### src/rtl/reg_file_pkg.sv
// Shared helpers for the phased multi-port register file: address sizing and
// write-port priority resolution.
package reg_file_pkg;

    localparam int MAX_NW = 32;

    typedef logic [MAX_NW-1:0] port_mask_t;

    typedef struct packed {
        logic       hit;
        logic       multi;
        logic [4:0] winner;
    } wr_res_t;

    function automatic int addr_width(input int n);
        return (n > 1) ? $clog2(n) : 1;
    endfunction

    // The highest-numbered requesting port wins; multi flags two or more requesters.
    function automatic wr_res_t resolve_write(input port_mask_t mask);
        wr_res_t res;
        res = '0;
        for (int k = 0; k < MAX_NW; k++) begin
            if (mask[k]) begin
                res.multi  = res.multi | res.hit;
                res.hit    = 1'b1;
                res.winner = 5'(k);
            end
        end
        return res;
    endfunction

endpackage

### src/rtl/reg_phase_ctr.sv
// Modulo-PHASES phase counter with advance enable and synchronous init.
module reg_phase_ctr #(
    parameter  int PHASES = 4,
    localparam int PW     = (PHASES > 1) ? $clog2(PHASES) : 1
) (
    input  logic          i_clk,
    input  logic          i_srst,
    input  logic          i_step,
    output logic [PW-1:0] o_phase
);

    logic [PW-1:0] r_phase;

    always_ff @(posedge i_clk) begin
        if (i_srst) begin
            r_phase <= '0;
        end else if (i_step) begin
            r_phase <= (r_phase == PW'(PHASES - 1)) ? '0 : r_phase + 1'b1;
        end
    end

    assign o_phase = r_phase;

endmodule

### src/rtl/reg_file_mp.sv
// Phased multi-port register file: NW prioritised write ports, NR registered
// read ports, optional zero register and same-edge write-to-read bypass.
module reg_file_mp
    import reg_file_pkg::*;
#(
    parameter  int N        = 8,
    parameter  int W        = 8,
    parameter  int NR       = 2,
    parameter  int NW       = 2,
    parameter  int PHASES   = 4,
    parameter  int WR_PHASE = 1,
    parameter  int RD_PHASE = 3,
    parameter  int ZERO_REG = 0,
    parameter  int BYPASS   = 1,
    localparam int AW       = addr_width(N),
    localparam int PW       = (PHASES > 1) ? $clog2(PHASES) : 1
) (
    input  logic             CLK,
    input  logic             init,
    input  logic             step,
    input  logic [NR*AW-1:0] raddr,
    input  logic [NW-1:0]    wen,
    input  logic [NW*AW-1:0] waddr,
    input  logic [NW*W-1:0]  wdata,
    output logic [NR*W-1:0]  rdata,
    output logic [PW-1:0]    phase,
    output logic             wr_conflict
);

    generate
        if (N < 1 || NR < 1 || NW < 1 || NW > MAX_NW) begin : g_bad_size
            $error("reg_file_mp: N, NR, NW must be >= 1 and NW <= 32");
        end
        if (WR_PHASE < 0 || RD_PHASE < 0 || WR_PHASE >= PHASES || RD_PHASE >= PHASES) begin : g_bad_phase
            $error("reg_file_mp: WR_PHASE and RD_PHASE must be below PHASES");
        end
    endgenerate

    localparam bit SAME_EDGE = (WR_PHASE == RD_PHASE);

    typedef logic [N-1:0][W-1:0] reg_bank_t;

    reg_bank_t       r_regs;
    reg_bank_t       w_reg_next;
    logic [N-1:0]    w_multi;
    logic [NR*W-1:0] r_rdata;
    logic [NR*W-1:0] w_rdata_next;
    logic            r_conflict;
    logic [PW-1:0]   w_phase;
    logic            w_wr_edge;
    logic            w_rd_edge;

    reg_phase_ctr #(.PHASES(PHASES)) u_phase (
        .i_clk   (CLK),
        .i_srst  (init),
        .i_step  (step),
        .o_phase (w_phase)
    );

    assign w_wr_edge = step && (w_phase == PW'(WR_PHASE));
    assign w_rd_edge = step && (w_phase == PW'(RD_PHASE));

    // Per-register write resolution; w_reg_next equals r_regs off the write edge.
    for (genvar gi = 0; gi < N; gi++) begin : g_reg
        port_mask_t w_mask;
        wr_res_t    w_res;
        logic [W-1:0] w_next;

        always_comb begin
            w_mask = '0;
            for (int k = 0; k < NW; k++) begin
                w_mask[k] = w_wr_edge && wen[k] && (waddr[k*AW +: AW] == AW'(gi))
                            && (ZERO_REG == 0 || gi != 0);
            end
            w_res  = resolve_write(w_mask);
            w_next = r_regs[gi];
            for (int k = 0; k < NW; k++) begin
                if (w_res.hit && w_res.winner == 5'(k)) begin
                    w_next = wdata[k*W +: W];
                end
            end
        end

        assign w_reg_next[gi] = w_next;
        assign w_multi[gi]    = w_res.multi;
    end

    // Unmatched addresses (>= N, or 0 with the zero register) leave the lane at 0.
    always_comb begin
        w_rdata_next = '0;
        for (int j = 0; j < NR; j++) begin
            for (int i = (ZERO_REG != 0) ? 1 : 0; i < N; i++) begin
                if (raddr[j*AW +: AW] == AW'(i)) begin
                    w_rdata_next[j*W +: W] = (BYPASS != 0 && SAME_EDGE) ? w_reg_next[i] : r_regs[i];
                end
            end
        end
    end

    always_ff @(posedge CLK) begin
        if (init) begin
            r_regs     <= '0;
            r_rdata    <= '0;
            r_conflict <= 1'b0;
        end else begin
            r_regs     <= w_reg_next;
            r_conflict <= w_wr_edge && (|w_multi);
            if (w_rd_edge) begin
                r_rdata <= w_rdata_next;
            end
        end
    end

    assign rdata       = r_rdata;
    assign phase       = w_phase;
    assign wr_conflict = r_conflict;

endmodule

### config.mk
export PLATFORM = sky130hd
export DESIGN_NAME = reg_file_mp
export DESIGN_NICKNAME = d
export VERILOG_FILES = /design/src/rtl/reg_file_pkg.sv /design/src/rtl/reg_phase_ctr.sv /design/src/rtl/reg_file_mp.sv
export SDC_FILE = /design/constraint.sdc
export NUM_CORES = 1
export LEC_CHECK = 0
export CORE_MARGIN = 1
export CORE_UTILIZATION = 25
export DETAILED_ROUTE_END_ITERATION = 16
export PLACE_DENSITY = 0.51
export SLEW_MARGIN = 10
export SYNTH_ARGS = -nofsm -noshare
export SYNTH_HDL_FRONTEND = slang
export SYNTH_SLANG_ARGS = --single-unit
### constraint.sdc
create_clock -name CLK -period 1.8 [get_ports CLK]
set_input_delay 0.36 -clock CLK [delete_from_list [all_inputs] [get_ports CLK]]
set_output_delay 0.36 -clock CLK [all_outputs]
set_load 0.01 [all_outputs]
After elaboration in Yosys (flattened, before gate mapping)
Cells that the tools add are included.

Add/sub/neg operators: 1. Equal/unequal tests: 38. Muxes and demuxes: 49. Bitwise logic cells: 8. Reduce and logical (&&, ||, !) cells: 58.

Operators by type and width (number): 2-to-1 mux 8 bit (32); 2-to-1 mux 7 bit (16); == test 3 bit (second input constant) (16); == test 5 x 1 -> 1 bit (second input constant) (8); logical NOT 5 bit (8); logical AND 1 bit (37); == test 3 x 2 -> 1 bit (second input constant) (8); nonzero test 2 bit (8); == test 3 x 1 -> 1 bit (second input constant) (4); logical NOT 3 bit (4); OR 1 bit (8); OR reduction 8 bit (1); adder 2 x 1 -> 2 bit (second input constant) (1); == test 2 x 1 -> 1 bit (second input constant) (1); == test 2 bit (second input constant) (1); 2-to-1 mux 2 bit (1).

Register bits after elaboration: 83. Bits of input ports: 33. Output and inout port bits: 19. Logic and storage cells: 165.

Logic depth before layout (Yosys ltp)
Gate-level depths: netlist of run 1.

Depth after elaboration: 11. Depth in mapped cells: 9. Mapped depth without buffers: 7.

Modules after synthesis
From an unflattened synthesis of run 1, not the netlist that was laid out.

Cell total of the unflattened synthesis: 643. Area, all modules: 5149.9 um2.

By module, submodules not included: reg_file_mp (instances 1, cells an instance 635, area each 5063.6 um2, seq. area each 1621.6 um2); reg_phase_ctr (instances 1, cells an instance 8, area each 86.3 um2, seq. area each 40.0 um2).

Least setup slack after synthesis of run 1
OpenSTA, ideal clock, no wires.

Kind: flip-flop to flip-flop. From: register u_phase.r_phase[0], in the netlist u_phase.o_phase[0]. To: register r_regs[46] (netlist bit). Setup time: 142 ps. Data arrival time: 1773 ps. Data required time: 1658 ps. Setup slack: -114 ps. Stages on the path, launching flop included: 9. Buffers on the path: 3. Clock period less this slack: 1914 ps. Cell sequence: dfxtp_1 ha_1 and3_1 buf_2 or3b_1 buf_2 buf_2 nor2_1 a211oi_2.

Word-level cells in the longest chain between the ends: 8. Elaborated cells between the ends (all ways): 14. Classes of those cells: 2 x eq/ne; 3 x mux; 9 x reduce/logical.

RTL lines: from (decl) (RTL line reg_phase_ctr.sv:12) `logic [PW-1:0] r_phase;`; from (signal assigned) (RTL line reg_phase_ctr.sv:18) `r_phase <= (r_phase == PW'(PHASES - 1)) ? '0 : r_phase + 1'b1;`; == test 2 x 1 -> 1 bit (*) (RTL line reg_file_mp.sv:60) `assign w_wr_edge = step && (w_phase == PW'(WR_PHASE));`; logical AND 1 bit (*) (RTL line reg_file_mp.sv:60); logical AND 1 bit (2 in series) (RTL line reg_file_mp.sv:72) `w_mask[k] = w_wr_edge && wen[k] && (waddr[k*AW +: AW] == AW'(gi))`; 2-to-1 mux 7 bit (*) (RTL line reg_file_pkg.sv:24) `if (mask[k]) begin`; == test 5 x 1 -> 1 bit (tied with other cells) (RTL line reg_file_mp.sv:78) `if (w_res.hit && w_res.winner == 5'(k)) begin`; logical AND 1 bit (RTL line reg_file_mp.sv:78); 2-to-1 mux 8 bit / nonzero test 2 bit (equally long branches); to (signal assigned) (RTL line reg_file_mp.sv:106) `r_regs <= w_reg_next;`; to (decl) (RTL line reg_file_mp.sv:43) `reg_bank_t r_regs;`.

Every way passes the cells marked *; elsewhere a longest branch is shown, timed or not. A chain may end at the register's enable or synchronous reset.

Worst setup path after layout of run 1
From: input port waddr[0]. To: register r_regs[4] (netlist bit).

Word-level cells in the longest chain between the ends: 6. Elaborated cells between the ends (all ways): 8. Classes of those cells: 3 x mux; 5 x reduce/logical.

RTL lines: from (decl) (RTL line reg_file_mp.sv:23) `input logic [NW*AW-1:0] waddr,`; logical NOT 3 bit (*) (RTL line reg_file_mp.sv:72); logical AND 1 bit (*) (RTL line reg_file_mp.sv:72); 2-to-1 mux 7 bit (*) (2 in series) (RTL line reg_file_pkg.sv:24); logical AND 1 bit (RTL line reg_file_mp.sv:78); 2-to-1 mux 8 bit / nonzero test 2 bit (equally long branches).

Marked as above.

==> metrics.md, run 1 <==
| Metric | Value |
|---|---|
| Outcome | `complete, no violations` |
| Area leader, netlist | `dfxtp_1` |
| Share of the synthesized area in the top cell type | `33.52%` |
| Initial antenna violation count | `0` |
| R2r setup slk | `0.05 ns` |
| Worst slack at placement | `-0.4632 ns` |
| P per Cell Area | `642.3 mW/mm²` |
| Combinational fraction of design power | `14.1%` |
| Synth Net Count | `641` |
| Xor and xnor area share after synthesis | `0%` |
| Sequential share of power | `43.8%` |
| CTS Buf Count | `9` |
| Root Driver | `clkbuf_16` |
| Post-synth EDFFs | `0` |
| Post-Syn Area | `0.004957 mm²` |
| Max Clk Rate | `561.9 MHz` |
| Crit path setup slack, layout | `0.02019 ns` |
| R2R Path End | `r_regs[4]$_SDFFE_PP0P_` |
| Worst Max-Slew Pin Slew | `0.6559 ns` |
| Total Die Area | `0.02040 mm²` |
| Starting Density | `25.47%` |
| Crit path arrival time | `2.04 ns` |
| Hold path start | `init` |
| Clock Power Share | `42.1%` |
| Port Buf Inserts | `51` |
| Post-Synth Adder-Cell Area | `0.5048%` |
| I/O pins | `52` |
| CTS tree | `built` |
| P_int | `3.086 mW` |
| Post-route minimum period | `1.780 ns` |
| Final setup violation count | `0` |
| Synth unique cells | `52` |
| Area contributors post-synth | `dfxtp_1, mux2i_1, a211oi_1` |
| Per-cell routed wire length | `19.90 µm` |
| Final RePlAce weighted congestion | `0.9421` |
| Unrepaired setup endpoints after global routing | `true` |
| Area Overhead vs Synth | `35.01%` |
| Critical Path RT | `2.06 ns` |
| CORE AREA | `0.01946 mm²` |
| Fin util | `34.39%` |
| Sink Count | `83` |
| 1st-pass router iterations | `5` |
| Layout cells sized above 1 | `21.97%` |
| Num rows | `51` |
| Sw Ratio | `28.20%` |
| Worst Hold End | `r_regs[45]$_SDFFE_PP0P_` |
| Count of max-cap constraint violations | `0` |
| Pins over their slew limit | `0` |
| DRT iter0 DRCs | `555` |
| Nets@finish | `722` |
| Clock Path Buffers | `2` |
| Placement Cell Area | `0.006291 mm²` |
| Worst Path Max Fanout | `5` |
| Largest net degree at the start of global routing | `54` |
| Multiplexer area fraction after synthesis | `13.55%` |
| First-pass GRT wire length | `28.90 mm` |
| Leakage | `2.467 nW` |
| Synthesis-stage register bit count | `83` |
| Tcrit/Tclk final | `98.88%` |
| Worst setup EP type | `register` |
| Vias per cell | `5.330` |
| Worst r2r src | `u_phase.o_phase[1]$_SDFFE_PP0P_` |
| Mapped Avg Cell Area | `8.180 µm²` |
| Kind of critical path | `in2reg` |
| Synth Warn # | `0` |
| Vias | `5101` |
| Worst-path clk slew | `0.07 ns` |
| Post-Route Skew | `0.008519 ns` |
| CTS Hold Bufs | `0` |
| Share of async-settable or async-resettable flops after synthesis | `0%` |
| Post-DRT Antenna Nets | `0` |
| # DRC | `0` |
| Number of global-route vias before repair | `4852` |
| Cell count after synthesis | `606` |
| Main combinational cell family by area after synthesis | `compound AO/OA/AOI/OAI gates` |
| Die Y | `142.8 µm` |
| Kind of start point of the critical path | `input pin` |
| Setup TNS Final | `0 ns` |
| Fill cells | `2003` |
| Detailed placement HPWL | `14.33 mm` |
| Reg area | `0.001667 mm²` |
| Multi-input logic area | `0.003069 mm²` |
| Grt ovf | `0` |
| Die width | `142.8 µm` |
| Hold path cells | `2` |
| Htree depth | `3` |
| Total GRT Usage | `19.13%` |
| Main synth FF type | `dfxtp_1` |
| Worst r2r path cells | `7` |
| Hold crit path type | `in2reg` |
| VDD IR max | `399.4 µV` |
| Antenna diodes | `0` |
| Routed WL | `19.04 mm` |
| Register area share after synthesis | `33.52%` |
| Final hold viol count | `0` |
| Clk Latency, worst-skew pair | `0.35 ns` |
| Compound-Gate Fraction of Synth Area | `28.12%` |
| Slew HR | `56.27%` |
| Sw power | `1.212 mW` |
| Simple-gate area share of the yosys netlist | `18.17%` |
| Layout Cell Area excl Fill | `0.006693 mm²` |
==> sequential cells by signal, summed over array words and instances, names as in the netlist <==
signal / count
rdata: 16
r_regs: 64
wr_conflict: 1
u_phase.o_phase: 2
==> worst max-delay path, cell delays in order <==
cell and delay (ns):
clkdlybuf4s50_1 0.43, nand3b_2 0.22, or4b_4 0.52, buf_6 0.17, mux2i_1 0.12, a211oi_1 0.23
==> timing repair <==
| item | 4_1_cts | 5_1_grt |
|---|---|---|
| setup endpoints to repair | 24 | 59 |
| setup buffers | 0 | 2 |
| pin swaps | 4 | 9 |
| resized for setup | 4 | 25 |
| cloned | 0 | 1 |
==> through the flow <==
| step | hold slack [ns] | total power, mW | instances |
|---|---|---|---|
| floorplan | 0.4752 | 2.223 | 606 |
| global placement | 0.4710 | 2.506 | 938 |
| detailed placement | 0.4691 | 2.511 | 938 |
| CTS | 0.3181 | 4.299 | 954 |
| global route | 0.3435 | 4.437 | 957 |
| finish | 0.3399 | 4.299 | 957 |
==> routing by layer <==
metal	global-route usage (%)	vias up	wire length (µm)
met2	29.62	198	8519
met3	3.387	30	1368
met5	0	-	0
met4	7.074	0	410
met1	26.34	2462	8743
li1	-	2411	-
==> worst max-delay path by stage <==
stage | start | slack, ns | to | depth (start not counted)
floorplan | u_phase.o_phase[1]$_SDFFE_PP0P_ | 0.02 | r_regs[46]$_SDFFE_PP0P_ | 9
global placement | step | -0.42 | rdata[0]$_SDFFE_PP0P_ | 5
detailed placement | step | -0.46 | rdata[0]$_SDFFE_PP0P_ | 5
CTS | waddr[1] | 0.001 | r_regs[21]$_SDFFE_PP0P_ | 7
global route | waddr[0] | -0.06 | r_regs[4]$_SDFFE_PP0P_ | 6
finish | waddr[0] | 0.02 | r_regs[4]$_SDFFE_PP0P_ | 6
==> cell families (layout without fill, tap and decap cells) <==
logic type      count (synthesis)  count (layout)
compound gates                195             195
buf+inv                        74             160
flops                          83              83
fa+ha+maj                       2               2
simple gates                  186             186
mux                            66              66
==> cells in the mapped netlist, types with 3 or more instances <==
cell      count
buf_2        15
or3b_1        3
nand2b_1     11
a22o_1       12
a311oi_1     21
inv_1         7
and2_1        7
o21ai_0      31
nand3_1       5
mux2i_1      57
or3_1         3
nor2b_1       3
and3_1        3
a21oi_1      24
buf_1        13
nor2_1       86
nand2_1      36
nor2_2        4
dfxtp_1      83
a211oi_2      8
clkbuf_1     37
nor3_1        7
a211oi_1     48
o32ai_1       7
o22ai_1      27
mux2_2        9
nor3b_1       3
==> placed cells by master, fill, tap and decap left out, drive strengths merged, types with 3 or more instances in the layout <==
| master | n |
|---|---|
| mux2i | 57 |
| nand2 | 36 |
| nor3 | 10 |
| nand2b | 11 |
| or3b | 3 |
| mux2 | 9 |
| clkbuf | 9 |
| a211oi | 56 |
| or3 | 3 |
| nor2b | 3 |
| a311oi | 21 |
| nand3 | 6 |
| inv | 10 |
| o22ai | 27 |
| nor2 | 90 |
| a21oi | 24 |
| o21ai | 31 |
| o32ai | 7 |
| and3 | 3 |
| buf | 87 |
| nor3b | 3 |
| dfxtp | 83 |
| and2 | 7 |
| a22o | 12 |
| clkdlybuf4s50 | 48 |
| nand3b | 3 |
==> power groups by stage <==
stage	Sequential [mW]	Clock, mW	Combinational (mW)
after floorplan	1.92	0	0.305
after global placement	1.92	0	0.582
after detailed placement	1.92	0	0.587
after CTS	1.88	1.83	0.590
after global routing	1.88	1.91	0.647
final	1.88	1.81	0.608
==> area by class of cell <==
class | instances | share of cell area (%)
repair buffers | 137 | 19.67
well taps | 265 | 4.954
multi-input cells | 449 | 45.86
clock buffers | 9 | 3.365
inverters | 7 | 0.3926
flip-flops and latches | 83 | 24.90
clock inverters | 7 | 0.8600
Power figures use the tool's default switching activity.
==> run 2, diff against run 1 <==
CTS_CLUSTER_SIZE = 20   (was not set)
SETUP_SLACK_MARGIN = 0.02   (was not set)
==> metrics.md, run 2 (same netlist as run 1, synthesis figures left out) <==
| Metric | Value |
|---|---|
| Placement Cell Area | `0.006254 mm² (-0.60%)` |
| Total GRT Usage | `18.99% (-0.14 points)` |
| Worst Path Max Fanout | `5 (unchanged)` |
| Setup TNS Final | `0 ns (unchanged)` |
| Outcome | `complete, no violations` |
| Clock Power Share | `42.5% (+0.4 points)` |
| Final hold viol count | `0 (unchanged)` |
| Post-Route Skew | `0.003685 ns (-0.004835 ns)` |
| Root Driver | `clkbuf_16` |
| Per-cell routed wire length | `19.78 µm (-0.58%)` |
| Worst-path clk slew | `0.06 ns (about the same)` |
| Port Buf Inserts | `51 (unchanged)` |
| Worst Max-Slew Pin Slew | `0.8559 ns (+0.2000 ns)` |
| Kind of start point of the critical path | `input pin` |
| Hold crit path type | `reg2reg` |
| Unrepaired setup endpoints after global routing | `true` |
| Crit path setup slack, layout | `0.003577 ns (-0.01661 ns)` |
| Clock Path Buffers | `2 (unchanged)` |
| Inst Count DP | `933 (-0.53%)` |
| VDD IR max | `534.2 µV (+34%)` |
| P per Cell Area | `644.5 mW/mm² (+0.34%)` |
| Final setup violation count | `0 (unchanged)` |
| Num rows | `51 (unchanged)` |
| I/O pins | `52 (unchanged)` |
| Critical Path RT | `2.00 ns (-0.06 ns)` |
| CP peak stage delay | `0.60 ns (+0.08 ns)` |
| CORE AREA | `0.01946 mm² (unchanged)` |
| Worst setup EP type | `register` |
| Largest register FFs | `64 (unchanged)` |
| First-pass GRT wire length | `28.76 mm (-0.48%)` |
| Antenna diodes | `0 (unchanged)` |
| DR top layer | `met4` |
| Sw Ratio | `26.02% (-2.2 points)` |
| Leakage | `2.478 nW (+0.42%)` |
| P_int | `3.205 mW (+3.8%)` |
| CTS Buf Count | `9 (unchanged)` |
| Nets@finish | `718 (-0.55%)` |
| Layout Cell Area excl Fill | `0.006721 mm² (+0.43%)` |
| Die width | `142.8 µm (unchanged)` |
| Sequential share of power | `43.4% (-0.4 points)` |
| Number of global-route vias before repair | `4845 (-0.14%)` |
| Clk Latency, worst-skew pair | `0.35 ns (about the same)` |
| Largest Register | `r_regs` |
| CP max-delay cell | `clkdlybuf4s50_1` |
| Tcrit/Tclk final | `99.80% (+0.92 points)` |
| Slew HR | `42.94% (-13 points)` |
| Crit path arrival time | `2.00 ns (-0.04 ns)` |
| Delay-heaviest family, CP | `buffers and inverters` |
| Post-route minimum period | `1.796 ns (+0.01661 ns)` |
| Met2 wire len | `8.368 mm (-1.8%)` |
| Vias per cell | `5.281 (-0.92%)` |
| Final RePlAce weighted congestion | `0.9003 (-4.4%)` |
| Sw power | `1.127 mW (-7.0%)` |
| Cell depth of the worst setup path | `5 (-1)` |
| Area Overhead vs Synth | `35.59%` |
| Total Die Area | `0.02040 mm² (unchanged)` |
| # DRC | `0 (unchanged)` |
| Pins over their slew limit | `0 (unchanged)` |
| Hold path cells | `1 (-1)` |
| CP bufs+invs | `2 (unchanged)` |
| Kind of critical path | `in2reg` |
| Metal3 WL | `1.157 mm (-15%)` |
| Worst slack at placement | `-0.4835 ns (-0.02032 ns)` |
| Most frequent cells in the layout | `nor2_1, dfxtp_1, buf_4` |
| Count of max-cap constraint violations | `0 (unchanged)` |
| Combinational fraction of design power | `14.0% (about the same)` |
| Initial antenna violation count | `0 (unchanged)` |
| Sink Count | `83 (unchanged)` |
| Layout cells sized above 1 | `21.37% (-0.60 points)` |
| Vias | `5033 (-1.3%)` |
| 1st-pass router iterations | `5 (unchanged)` |
| CTS tree | `built` |
| Detailed placement HPWL | `13.89 mm (-3.1%)` |
| Routed WL | `18.85 mm (-1.0%)` |
| Grt ovf | `0 (unchanged)` |
| Starting Density | `25.47% (unchanged)` |
| DRT iter0 DRCs | `590 (+6.3%)` |
| Die Y | `142.8 µm (unchanged)` |
| Largest net degree at the start of global routing | `72 (+33%)` |
| Worst r2r path cells | `6 (-1)` |
| Crit-path cells | `clkdlybuf4s50_1, or4b_4, buf_12, mux2i_2, a211oi_2` |
| Metal1 wirelength | `8.819 mm (+0.87%)` |
| Commonest non-fill, non-tap cell in the layout | `nor2_1` |
| Post-DRT Antenna Nets | `0 (unchanged)` |
| Max Clk Rate | `556.7 MHz (-0.92%)` |
| Final non-filler cell total | `953 (-0.42%)` |
| Htree depth | `3 (unchanged)` |
run 2: routing by layer:
layer  track usage [%]  up-vias
li1                  -     2405
met2             29.15      202
met5                 0        -
met4             7.810        0
met3             2.918       46
met1             26.35     2380
run 2: cell type report:
| type | instances | area [µm²] |
|---|---|---|
| fill | 1986 | 12740 |
| multi-input combinational | 449 | 3107 |
| sequential | 83 | 1665 |
| timing repair buffer | 133 | 1304 |
| tap | 265 | 331.6 |
| clock buffer | 12 | 236.5 |
| clock inverter | 4 | 51.30 |
| inverter | 7 | 26.28 |
run 2: timing repair:
| action | CTS | global route |
|---|---|---|
| resized for setup | 12 | 23 |
| gates cloned | 1 | 1 |
| setup endpoints to repair | 43 | 51 |
| setup buffers | 0 | 2 |
| pin swaps | 11 | 8 |
| hold buffers | 0 | 0 |
run 2: power by group through the flow:
stage	sequential [mW]	combinational, mW	clock [mW]
final	1.88	0.608	1.84
after detailed placement	1.92	0.582	0
after CTS	1.88	0.586	1.87
after global routing	1.88	0.650	1.94
after floorplan	1.92	0.305	0
after global placement	1.92	0.577	0
run 2: path summary, 6_finish.rpt:
kind	startpoint	slack, ns	end
max	wen[0]	0.004	r_regs[14]$_SDFFE_PP0P_
min	rdata[0]$_SDFFE_PP0P_	0.49	rdata[0]$_SDFFE_PP0P_
max reg2reg	u_phase.o_phase[0]$_SDFFE_PP0P_	0.01	r_regs[14]$_SDFFE_PP0P_
min reg2reg	rdata[0]$_SDFFE_PP0P_	0.49	rdata[0]$_SDFFE_PP0P_
run 2: per-stage QoR:
stage / hold WS, ns / total power, mW / util [%]
2_1_floorplan: 0.4752 / 2.223 / -
3_3_place_gp: 0.4764 / 2.498 / 32.13
3_5_place_dp: 0.4782 / 2.504 / 32.13
4_1_cts: 0.4876 / 4.335 / 33.89
5_1_grt: 0.5262 / 4.472 / 34.54
6_report: 0.4901 / 4.332 / 34.54
run 2: worst register-to-register path, cell delays in order, from the launching register on:
cell      delay (ns)
dfxtp_4         0.36
ha_4            0.16
nand3_2         0.08
or4b_4          0.57
buf_12          0.18
mux2i_2         0.19
a211oi_2        0.09
